$ cat config.mk
export PLATFORM = sky130hd
export DESIGN_NAME = stump_control
export DESIGN_NICKNAME = d
export VERILOG_FILES = /design/src/rtl/stump_ctrl_pkg.sv /design/src/rtl/stump_cond_eval.sv /design/src/rtl/stump_control.sv
export SDC_FILE = /design/constraint.sdc
export NUM_CORES = 1
export LEC_CHECK = 0
export CORE_MARGIN = 10
export CORE_UTILIZATION = 33
export DETAILED_ROUTE_END_ITERATION = 10
export PLACE_DENSITY = 0.81
export SKIP_CTS_REPAIR_TIMING = 1
export SYNTH_ARGS = -nofsm -noshare
export SYNTH_HDL_FRONTEND = slang
export SYNTH_SLANG_ARGS = --single-unit
$ cat constraint.sdc
create_clock -name clk -period 2.37 [get_ports clk]
set_input_delay 0.5925 -clock clk [delete_from_list [all_inputs] [get_ports clk]]
set_output_delay 0.5925 -clock clk [all_outputs]
set_load 0.01 [all_outputs]
$ cat src/rtl/stump_ctrl_pkg.sv
// Shared encodings for the Stump control unit: sequencer states, ALU function codes,
// operand-B source selects and branch condition codes.
package stump_ctrl_pkg;

  typedef enum logic [1:0] {
    StFetch   = 2'b00,
    StExecute = 2'b01,
    StMemory  = 2'b10,
    StUnused  = 2'b11
  } state_e;

  typedef enum logic [2:0] {
    FnAdd  = 3'd0,
    FnAdc  = 3'd1,
    FnSub  = 3'd2,
    FnSbc  = 3'd3,
    FnAnd  = 3'd4,
    FnOr   = 3'd5,
    FnLdst = 3'd6,
    FnBcc  = 3'd7
  } alu_func_e;

  typedef enum logic [1:0] {
    OpbReg  = 2'b00,
    OpbImm5 = 2'b01,
    OpbImm8 = 2'b10,
    OpbOne  = 2'b11
  } opb_sel_e;

  typedef enum logic [3:0] {
    CondAl, CondNv, CondHi, CondLs, CondCc, CondCs, CondNe, CondEq,
    CondVc, CondVs, CondPl, CondMi, CondGe, CondLt, CondGt, CondLe
  } cond_e;

  localparam logic [2:0] RegPc = 3'd7;

endpackage

$ cat src/rtl/stump_cond_eval.sv
// Branch condition evaluator: decides whether a Bcc is taken from the condition field
// and the condition-code register {N,Z,V,C}.
module stump_cond_eval
  import stump_ctrl_pkg::*;
(
  input  logic [3:0] cond,
  input  logic [3:0] cc,
  output logic       taken
);

  logic n, z, v, c;
  logic base;

  assign {n, z, v, c} = cc;

  // Each odd condition is the inverse of the even one below it.
  always_comb begin
    base = 1'b0;
    case (cond_e'({cond[3:1], 1'b0}))
      CondAl:  base = 1'b1;
      CondHi:  base = ~c & ~z;
      CondCc:  base = ~c;
      CondNe:  base = ~z;
      CondVc:  base = ~v;
      CondPl:  base = ~n;
      CondGe:  base = (n == v);
      CondGt:  base = ~z & (n == v);
      default: base = 1'b0;
    endcase
  end

  assign taken = base ^ cond[0];

endmodule

$ cat src/rtl/stump_control.sv
// Stump control unit: FETCH/EXECUTE/MEMORY sequencer that decodes the IR into datapath
// controls and owns the {N,Z,V,C} condition-code register.
module stump_control
  import stump_ctrl_pkg::*;
#(
  parameter logic [3:0] RESET_CC = 4'b0000
) (
  input  logic        clk,
  input  logic        rst,
  input  logic [15:0] ir,
  input  logic [3:0]  flags_in,
  input  logic        mem_ready,
  output logic [1:0]  state,
  output logic [2:0]  alu_func,
  output logic [2:0]  srcA,
  output logic [2:0]  srcB,
  output logic [2:0]  dest,
  output logic        reg_write,
  output logic [1:0]  shift_op,
  output logic [1:0]  opB_sel,
  output logic        ir_en,
  output logic        addr_en,
  output logic        addr_sel,
  output logic        wb_sel,
  output logic        mem_ren,
  output logic        mem_wen,
  output logic [3:0]  cc
);

  state_e     state_q, state_d;
  logic [3:0] cc_q, cc_d;
  logic [2:0] op;
  logic       is_imm;
  logic       taken;

  assign op     = ir[15:13];
  assign is_imm = ir[12];

  stump_cond_eval u_cond_eval (
    .cond  (ir[11:8]),
    .cc    (cc_q),
    .taken (taken)
  );

  always_ff @(posedge clk) begin
    if (rst) begin
      state_q <= StFetch;
      cc_q    <= RESET_CC;
    end else begin
      state_q <= state_d;
      cc_q    <= cc_d;
    end
  end

  always_comb begin
    state_d   = StFetch;
    cc_d      = cc_q;
    alu_func  = FnAdd;
    srcA      = 3'd0;
    srcB      = 3'd0;
    dest      = 3'd0;
    reg_write = 1'b0;
    shift_op  = 2'b00;
    opB_sel   = OpbReg;
    ir_en     = 1'b0;
    addr_en   = 1'b0;
    addr_sel  = 1'b0;
    wb_sel    = 1'b0;
    mem_ren   = 1'b0;
    mem_wen   = 1'b0;

    case (state_q)
      StFetch: begin
        // Instruction read overlaps with PC <= PC + 1.
        mem_ren   = 1'b1;
        ir_en     = mem_ready;
        srcA      = RegPc;
        opB_sel   = OpbOne;
        dest      = RegPc;
        reg_write = mem_ready;
        state_d   = mem_ready ? StExecute : StFetch;
      end

      StExecute: begin
        if (op == FnBcc) begin
          srcA      = RegPc;
          opB_sel   = OpbImm8;
          dest      = RegPc;
          reg_write = taken;
          state_d   = StFetch;
        end else begin
          srcA     = ir[7:5];
          srcB     = ir[4:2];
          opB_sel  = is_imm ? OpbImm5 : OpbReg;
          shift_op = is_imm ? 2'b00 : ir[1:0];
          if (op == FnLdst) begin
            addr_en = 1'b1;
            state_d = StMemory;
          end else begin
            alu_func  = op;
            dest      = ir[10:8];
            reg_write = 1'b1;
            state_d   = StFetch;
            if (ir[11]) cc_d = flags_in;
          end
        end
      end

      StMemory: begin
        addr_sel = 1'b1;
        if (ir[11]) begin
          mem_wen = 1'b1;
          srcA    = ir[10:8];
        end else begin
          mem_ren   = 1'b1;
          wb_sel    = 1'b1;
          dest      = ir[10:8];
          reg_write = mem_ready;
        end
        state_d = mem_ready ? StFetch : StMemory;
      end

      default: state_d = StFetch;
    endcase
  end

  assign state = state_q;
  assign cc    = cc_q;

endmodule

Word-level counts from Yosys, hierarchy flattened. Cells that the tools add are included.

Bits in registers: 6. Latch bits: 0. Bits in writable memories: 0. Memory bits (read-only): 0. Input bits: 23. Output and inout port bits: 29. Word-level logic and storage cells: 64. Memories: 0.

Add/subtract/negate cells: 0. $mul: 0. Divide/modulo/power cells: 0. Magnitude comparators: 0. Equal/unequal tests: 12. Shift operators: 0. Mux-type cells: 38. Bitwise logic cells: 9. Reduce and logical (&&, ||, !) cells: 3.

Operator list (number): 3-bit 2-to-1 mux (10); 3-bit == test (second input constant) (6); 3-bit one-hot mux with 3 select lines (2); 1-bit 2-to-1 mux (14); 2-bit 2-to-1 mux (7); 1-bit one-hot mux with 8 select lines (1); 3-bit by 2-bit == test with 1-bit output (second input constant) (2); 1-bit inverter (6); 2-bit one-hot mux with 3 select lines (1); 2-bit one-hot mux with 2 select lines (1); 4-bit AND reduction (1); 3-bit by 1-bit == test with 1-bit output (second input constant) (1); 3-bit zero test (1); 1-bit one-hot mux with 3 select lines (1); 1-bit AND (2); 2-bit by 1-bit == test with 1-bit output (second input constant) (1); 2-bit == test (second input constant) (1); 2-bit zero test (1); 1-bit one-hot mux with 2 select lines (1); 1-bit == test (1); 1-bit XOR (1).

Depth between registers and ports, before layout. Gate-level depths: netlist of run 1.

Word-level depth: 6. Depth in mapped cells: 5. Depth with buffers taken out: 4.

By module. Synthesis of run 1 repeated with hierarchy kept, for this count alone.

Cells, all modules: 83. Area, all modules: 616.8 µm².

By module, submodules not included: stump_control (times used 1, cells each 74, area an instance 549.3 µm², seq. area each 120.1 µm²); stump_cond_eval (times used 1, cells each 9, area an instance 67.6 µm², seq. area each 0.0 µm²).

Least setup slack after synthesis of run 1. OpenSTA, ideal clock, no wires.

Path type: input to output. Start point: in ir[11]. End point: out reg_write. Arrival: 1448 ps. Required time: 1778 ps. Setup slack: 330 ps. Stages on the path: 5. Buffers on the path: 1. Cell sequence: buf_4 > o21ai_0 > o221ai_1 > a2111o_1 > nand3_1.

Longest elaborated chain between the ends: 5. Elaborated cells on any way between the ends: 13. Classes of those cells: eq/ne (7); mux (4); bitwise (1); reduce/logical (1).

Ends and longest elaborated chain: start, declared (RTL line stump_control.sv:10) `input logic [15:0] ir,`; 3-bit == test, or another cell as far along (RTL line stump_cond_eval.sv:19) `case (cond_e'({cond[3:1], 1'b0}))`; 1-bit one-hot mux with 8 select lines (RTL line stump_cond_eval.sv:19); 1-bit XOR (RTL line stump_cond_eval.sv:32) `assign taken = base ^ cond[0];`; 1-bit 2-to-1 mux (RTL line stump_control.sv:85) `if (op == FnBcc) begin`; 1-bit one-hot mux with 3 select lines (*) (RTL line stump_control.sv:72) `case (state_q)`; end, declared (RTL line stump_control.sv:18) `output logic reg_write,`.

Mark *: on every way between the ends. The rest lies on a longest branch, timed or not.

Worst setup path in the final report of run 1.
Start point: in ir[10]. End point: out reg_write.

Longest elaborated chain between the ends: 5. Elaborated cells on any way between the ends: 12. Classes of those cells: eq/ne (7); mux (3); bitwise (1); reduce/logical (1).

Ends and longest elaborated chain (RTL line): 3-bit == test, or another cell as far along (stump_cond_eval.sv:19); 1-bit one-hot mux with 8 select lines (*) (stump_cond_eval.sv:19); 1-bit XOR (*) (stump_cond_eval.sv:32); 1-bit 2-to-1 mux (*) (stump_control.sv:85); 1-bit one-hot mux with 3 select lines (*) (stump_control.sv:72).

Marks and branches as above.

==> results.json, run 1 <==
{
  "numCtsBuffers": 3,
  "crit_fanout": 6,
  "worstHoldPathType": "reg -> reg",
  "crit_path_end_kind": "primary output",
  "avgSynthCellArea_um2": 7.10,
  "setup_violations": 1,
  "coreArea_um2": 1710,
  "slowest_stage": "a2111o_1",
  "path_class": "in -> out",
  "totalWireLength_um": 2680,
  "violations": "negative setup slack",
  "yosys_warnings": 0,
  "via_count": 874,
  "synthCells": 83,
  "async_reset_ff_share_pct": 0,
  "hold_viol": 0,
  "holdPathStages": 2,
  "synth_fp_nets": 106,
  "skew_ns": 0.00216,
  "critPathLaunchType": "input port",
  "crit_family": "simple AND/OR/NAND/NOR gates",
  "fmax_mhz": 420,
  "p_leak_nw": 0.716,
  "worstPathRequired_ns": 1.78,
  "worstPathArrival_ns": 1.79,
  "synth_ff_type": "dfxtp_1",
  "drtAntennaViolNets": 0,
  "maxCapViolations": 0,
  "synth_edf_count": 0,
  "htreeDepth": 1,
  "clkPwrFrac_pct": 25.1,
  "critical_path_buf_inv_count": 2,
  "p_per_area_nw_per_um2": 274,
  "wl_per_cell_um": 15.5,
  "cpPeakStageDelay_ns": 0.40,
  "preCtsSetupSlack_ns": -0.782,
  "ir_worst_vdd_v": 0.000247,
  "p_switching_uw": 110,
  "syn_area_um2": 589,
  "grt.overflow.total": 0,
  "rsz0062_at_grt": "true",
  "min_period_over_period_pct": 100,
  "p_seq_share_pct": 29.5,
  "internal-power_uw": 256,
  "route.detailed.drc": 0,
  "grt_pass1_vias": 891,
  "cp_cell_sequence": "dlymetal6s2s_1 > and4bb_2 > nor4_4 > a2111o_1 > nand3_1 > buf_2",
  "clk_latency_ns": 0.24,
  "die_area_um2": 3880,
  "row_count": 15,
  "final_net_count": 173,
  "setup_slack_ns": -0.00961,
  "syn_to_final_growth_pct": 126,
  "worst_pin_slew_ns": 0.333,
  "status": "complete, but fails checks",
  "place_congestion": 0.748,
  "path_clk_slew_ns": 0.04,
  "cp.depth": 6,
  "cts-root-buf": "clkbuf_4",
  "track_usage_pct": 12.3,
  "hold_ws_ns": 0.539,
  "yosysSeqAreaShare_pct": 20.4,
  "drive_gt1_share_pct": 27.7,
  "p_sw_share_pct": 30.0,
  "maxSlewHeadroom_pct": 77.8,
  "grt_max_degree": 14,
  "numPortBuffers": 51,
  "maxSlewViolCount": 0,
  "tritoncts": "yes",
  "die_height_um": 62.3,
  "cts_buffer_depth": 2,
  "detail_route.first_pass.iterations": 4,
  "worst-r2r-cell-count": 5,
  "synth_cell_types": 28,
  "hpwl_um": 2130,
  "die_x_um": 62.3,
  "viasPerCell": 5.05,
  "antenna_found_initial": 0,
  "initial_core_util_pct": 34.5,
  "grt_pass1_wl_um": 4080,
  "synth_seq_cells": 6,
  "io_pins": 52,
  "combPwrFrac_pct": 45.4,
  "period_needed_ns": 2.38,
  "clkSinkCount": 6,
  "nFillCells": 117,
  "n_antenna_cell": 0,
  "dr.first_iter.drc_count": 20
}
-- flip-flops by register name, summed over array words and instances, names as in the netlist --
signal  count
cc          4
state       2
-- cell usage in the layout, fill, tap and decap left out, types with 2 or more instances in the layout --
cell type / netlist / routed
clkdlybuf4s50_1: 0 / 27
dlymetal6s2s_1: 0 / 17
buf_4: 1 / 16
nor2_1: 7 / 7
a21oi_1: 9 / 7
dfxtp_1: 6 / 6
nand2_1: 6 / 5
buf_2: 0 / 5
and3_1: 5 / 4
mux2i_1: 4 / 4
o21bai_1: 3 / 3
a22oi_1: 3 / 3
inv_1: 3 / 3
a21boi_0: 3 / 3
o22ai_1: 3 / 3
nor3_2: 0 / 3
clkbuf_4: 0 / 3
a21oi_2: 0 / 2
nand2b_1: 2 / 2
nor3b_1: 2 / 2
nor2b_2: 0 / 2
and4bb_2: 2 / 2
nand3_1: 3 / 2
and2_1: 2 / 2
clkbuf_2: 0 / 2
-- metal layers --
layer	vias up	routed length, µm	global-route usage [%]
met5	-	0	0
met4	0	10	3.35
met3	2	180	4.84
met2	31	1410	22.7
met1	401	1080	12.4
li1	440	-	-
-- area by class of cell --
cell class	count	area [µm²]	area share [%]
timing repair buffer	67	638	47.9
multi-input combinational	69	509	38.2
sequential	6	120	9.01
tap	25	31.3	2.35
clock buffer	3	22.5	1.69
inverter	3	11.3	0.845
-- path summary, 6_finish.rpt --
path            start   endpoint  slack [ns]
min             cc[0]      cc[0]        0.54
max reg2reg  state[1]      cc[2]        1.02
max            ir[10]  reg_write       -0.01
min reg2reg     cc[0]      cc[0]        0.54
-- metrics by stage --
step	util [%]	cells	TNS [ns]	power (mW)	area, µm²
floorplan	-	83	0	0.164	589
global placement	71.5	169	-8.45	0.267	1220
detailed placement	71.5	169	-8.95	0.270	1220
CTS	72.8	172	-9.05	0.364	1240
global route	78.0	173	-0.0629	0.390	1330
finish	78.0	173	-0.00961	0.365	1330
-- power by group through the flow --
stage               Sequential, mW  Combinational [mW]  Clock, mW
global route                 0.108               0.178      0.103
finish                       0.108               0.166     0.0918
floorplan                    0.110              0.0540          0
global placement             0.109               0.158          0
detailed placement           0.109               0.161          0
CTS                          0.108               0.162     0.0950
-- cells in the mapped netlist, types with 3 or more instances --
library cell,n,area share (%)
nor2_1,7,4.5
a21oi_1,9,7.6
mux2i_1,4,6.8
a21boi_0,3,3.8
and3_1,5,5.3
nand3_1,3,2.5
o21bai_1,3,3.8
nor3_1,4,3.4
clkbuf_1,4,2.5
a22oi_1,3,3.8
nand2_1,6,3.8
o22ai_1,3,3.2
inv_1,3,1.9
dfxtp_1,6,20
-- worst register-to-register path, delay by kind of cell (launching register included) --
family	cells	cell delay [ns]
flip-flops	1	0.32
buffers and inverters	1	0.16
AND/OR/NAND/NOR	3	0.53
multiplexers	1	0.22
-- cells by family after synthesis --
family | Yosys count | share of synthesized area (%)
flops | 6 | 20.4
simple gates | 41 | 40.6
compound gates | 24 | 26.5
mux | 4 | 6.79
buf+inv | 8 | 5.73
No activity file was read; power rests on OpenSTA's default activity.
==> inputs of run 2 (changes only) <==
SKIP_CTS_REPAIR_TIMING = unset   (was 1)
==> results.json, run 2 (synthesized netlist as in run 1, its figures left out) <==
{
  "drive_gt1_share_pct": 35.1,
  "antenna_found_initial": 0,
  "grt_pass1_vias": 896,
  "layout_commonest_cell": "clkdlybuf4s50_1",
  "layout_common_cells": "clkdlybuf4s50_1, buf_4, buf_2",
  "tritoncts": "yes",
  "io_pins": 52,
  "worst_pin_slew_ns": 0.412,
  "maxSlewViolCount": 0,
  "final_net_count": 173,
  "critPathLaunchType": "input port",
  "worstPathArrival_ns": 1.73,
  "final_core_util_pct": 72.8,
  "cts_hold_buf": 0,
  "grt.overflow.total": 0,
  "viasPerCell": 5.07,
  "crit_fanout": 6,
  "crit_family": "simple AND/OR/NAND/NOR gates",
  "htreeDepth": 1,
  "period_needed_ns": 2.32,
  "internal-power_uw": 249,
  "use_met3_pct": 4.48,
  "via_count": 877,
  "drtAntennaViolNets": 0,
  "hold_viol": 0,
  "hpwl_um": 2130,
  "syn_to_final_growth_pct": 111,
  "postPlaceCellArea_um2": 1220,
  "status": "completed",
  "stdcell_count": 173,
  "grt_pass1_wl_um": 4220,
  "cp_cell_sequence": "clkbuf_2 > and4bb_2 > nor4_4 > a2111o_1 > nand3_1 > buf_2",
  "path_clk_slew_ns": 0.04,
  "clkPwrFrac_pct": 25.5,
  "grtUsageMet1_pct": 13.2,
  "detail_route.first_pass.iterations": 4,
  "dr.first_iter.drc_count": 18,
  "p_leak_nw": 0.556,
  "track_usage_pct": 12.7,
  "cts-root-buf": "clkbuf_4",
  "cts_buffer_depth": 2,
  "p_per_area_nw_per_um2": 288,
  "fmax_mhz": 431,
  "die_height_um": 62.3,
  "die_area_um2": 3880,
  "path_class": "in -> out",
  "worstHoldPathType": "reg -> reg",
  "n_antenna_cell": 0,
  "skew_ns": 0.00181,
  "maxSlewHeadroom_pct": 72.5,
  "worstPathRequired_ns": 1.78,
  "maxCapViolations": 0,
  "setup_violations": 0,
  "numPortBuffers": 51,
  "p_seq_share_pct": 30.2,
  "crit_path_end_kind": "primary output",
  "busiest_layer": "met2",
  "p_switching_uw": 109,
  "combPwrFrac_pct": 44.3,
  "clkSinkCount": 6,
  "use_met2_pct": 23.5,
  "fin_tns_setup_ns": 0,
  "route.detailed.drc": 0,
  "row_count": 15,
  "critical_path_buf_inv_count": 2,
  "numCtsBuffers": 3,
  "cpPeakStageDelay_ns": 0.40,
  "wl_per_cell_um": 15.6,
  "min_period_over_period_pct": 98.0,
  "initial_core_util_pct": 34.5,
  "totalWireLength_um": 2700,
  "place_congestion": 0.748,
  "ir_worst_vdd_v": 0.000264,
  "clk_latency_ns": 0.24,
  "fin_area_um2": 1240,
  "slowest_stage": "a2111o_1",
  "grt_max_degree": 14,
  "coreArea_um2": 1710,
  "dp_cells": 169,
  "die_x_um": 62.3,
  "largest_reg_flops": 4,
  "total_power_uw": 358,
  "p_sw_share_pct": 30.6
}
run 2: path summary, 6_finish.rpt:
kind | startpoint | endpoint | slack, ns | cells after the start
max | ir[10] | reg_write | 0.05 | 6
min | cc[0] | cc[0] | 0.54 | 2
max reg2reg | state[1] | cc[2] | 0.86 | 5
min reg2reg | cc[0] | cc[0] | 0.54 | 2
run 2: repair_timing:
action	4_1_cts	5_1_grt
resized for setup	90	8
setup endpoints to repair	22	3
setup buffers	1	0
pin swaps	3	4
run 2: final cells by class:
type                    instances  area, µm²
inverters                       3       11.3
clock buffers                   3       22.5
fillers                       140        464
well taps                      25       31.3
flip-flops and latches          6        120
repair buffers                 67        556
multi-input cells              69        503
run 2: worst register-to-register path, stage by stage (launching register included):
cell and delay, ns:
dfxtp_1 0.32, buf_4 0.15, nor2b_1 0.34, nand3_1 0.28
mux2i_1 0.23, nor2_1 0.06
run 2: power by group through the flow:
stage / logic, mW / registers, mW / clock network, mW
5_1_grt: 0.171 / 0.109 / 0.0991
3_5_place_dp: 0.161 / 0.109 / 0
6_report: 0.159 / 0.108 / 0.0914
3_3_place_gp: 0.158 / 0.109 / 0
2_1_floorplan: 0.0540 / 0.110 / 0
4_1_cts: 0.158 / 0.108 / 0.0950
run 2: per-layer routing:
layer | share of wire (%) | vias up | wire length [µm]
met5 | 0 | - | 0
met4 | 0 | 0 | 0
met3 | 6.8 | 0 | 184
met2 | 51 | 30 | 1380
met1 | 42 | 402 | 1140
li1 | - | 445 | -
run 2: through the flow:
| step | setup WS (ns) | hold slack [ns] |
|---|---|---|
| after detailed placement | -0.782 | 0.525 |
| after global placement | -0.746 | 0.513 |
| after CTS | -0.114 | 0.543 |
| after global routing | -0.00341 | 0.573 |
| final | 0.0477 | 0.540 |
| after floorplan | 0.330 | 0.546 |
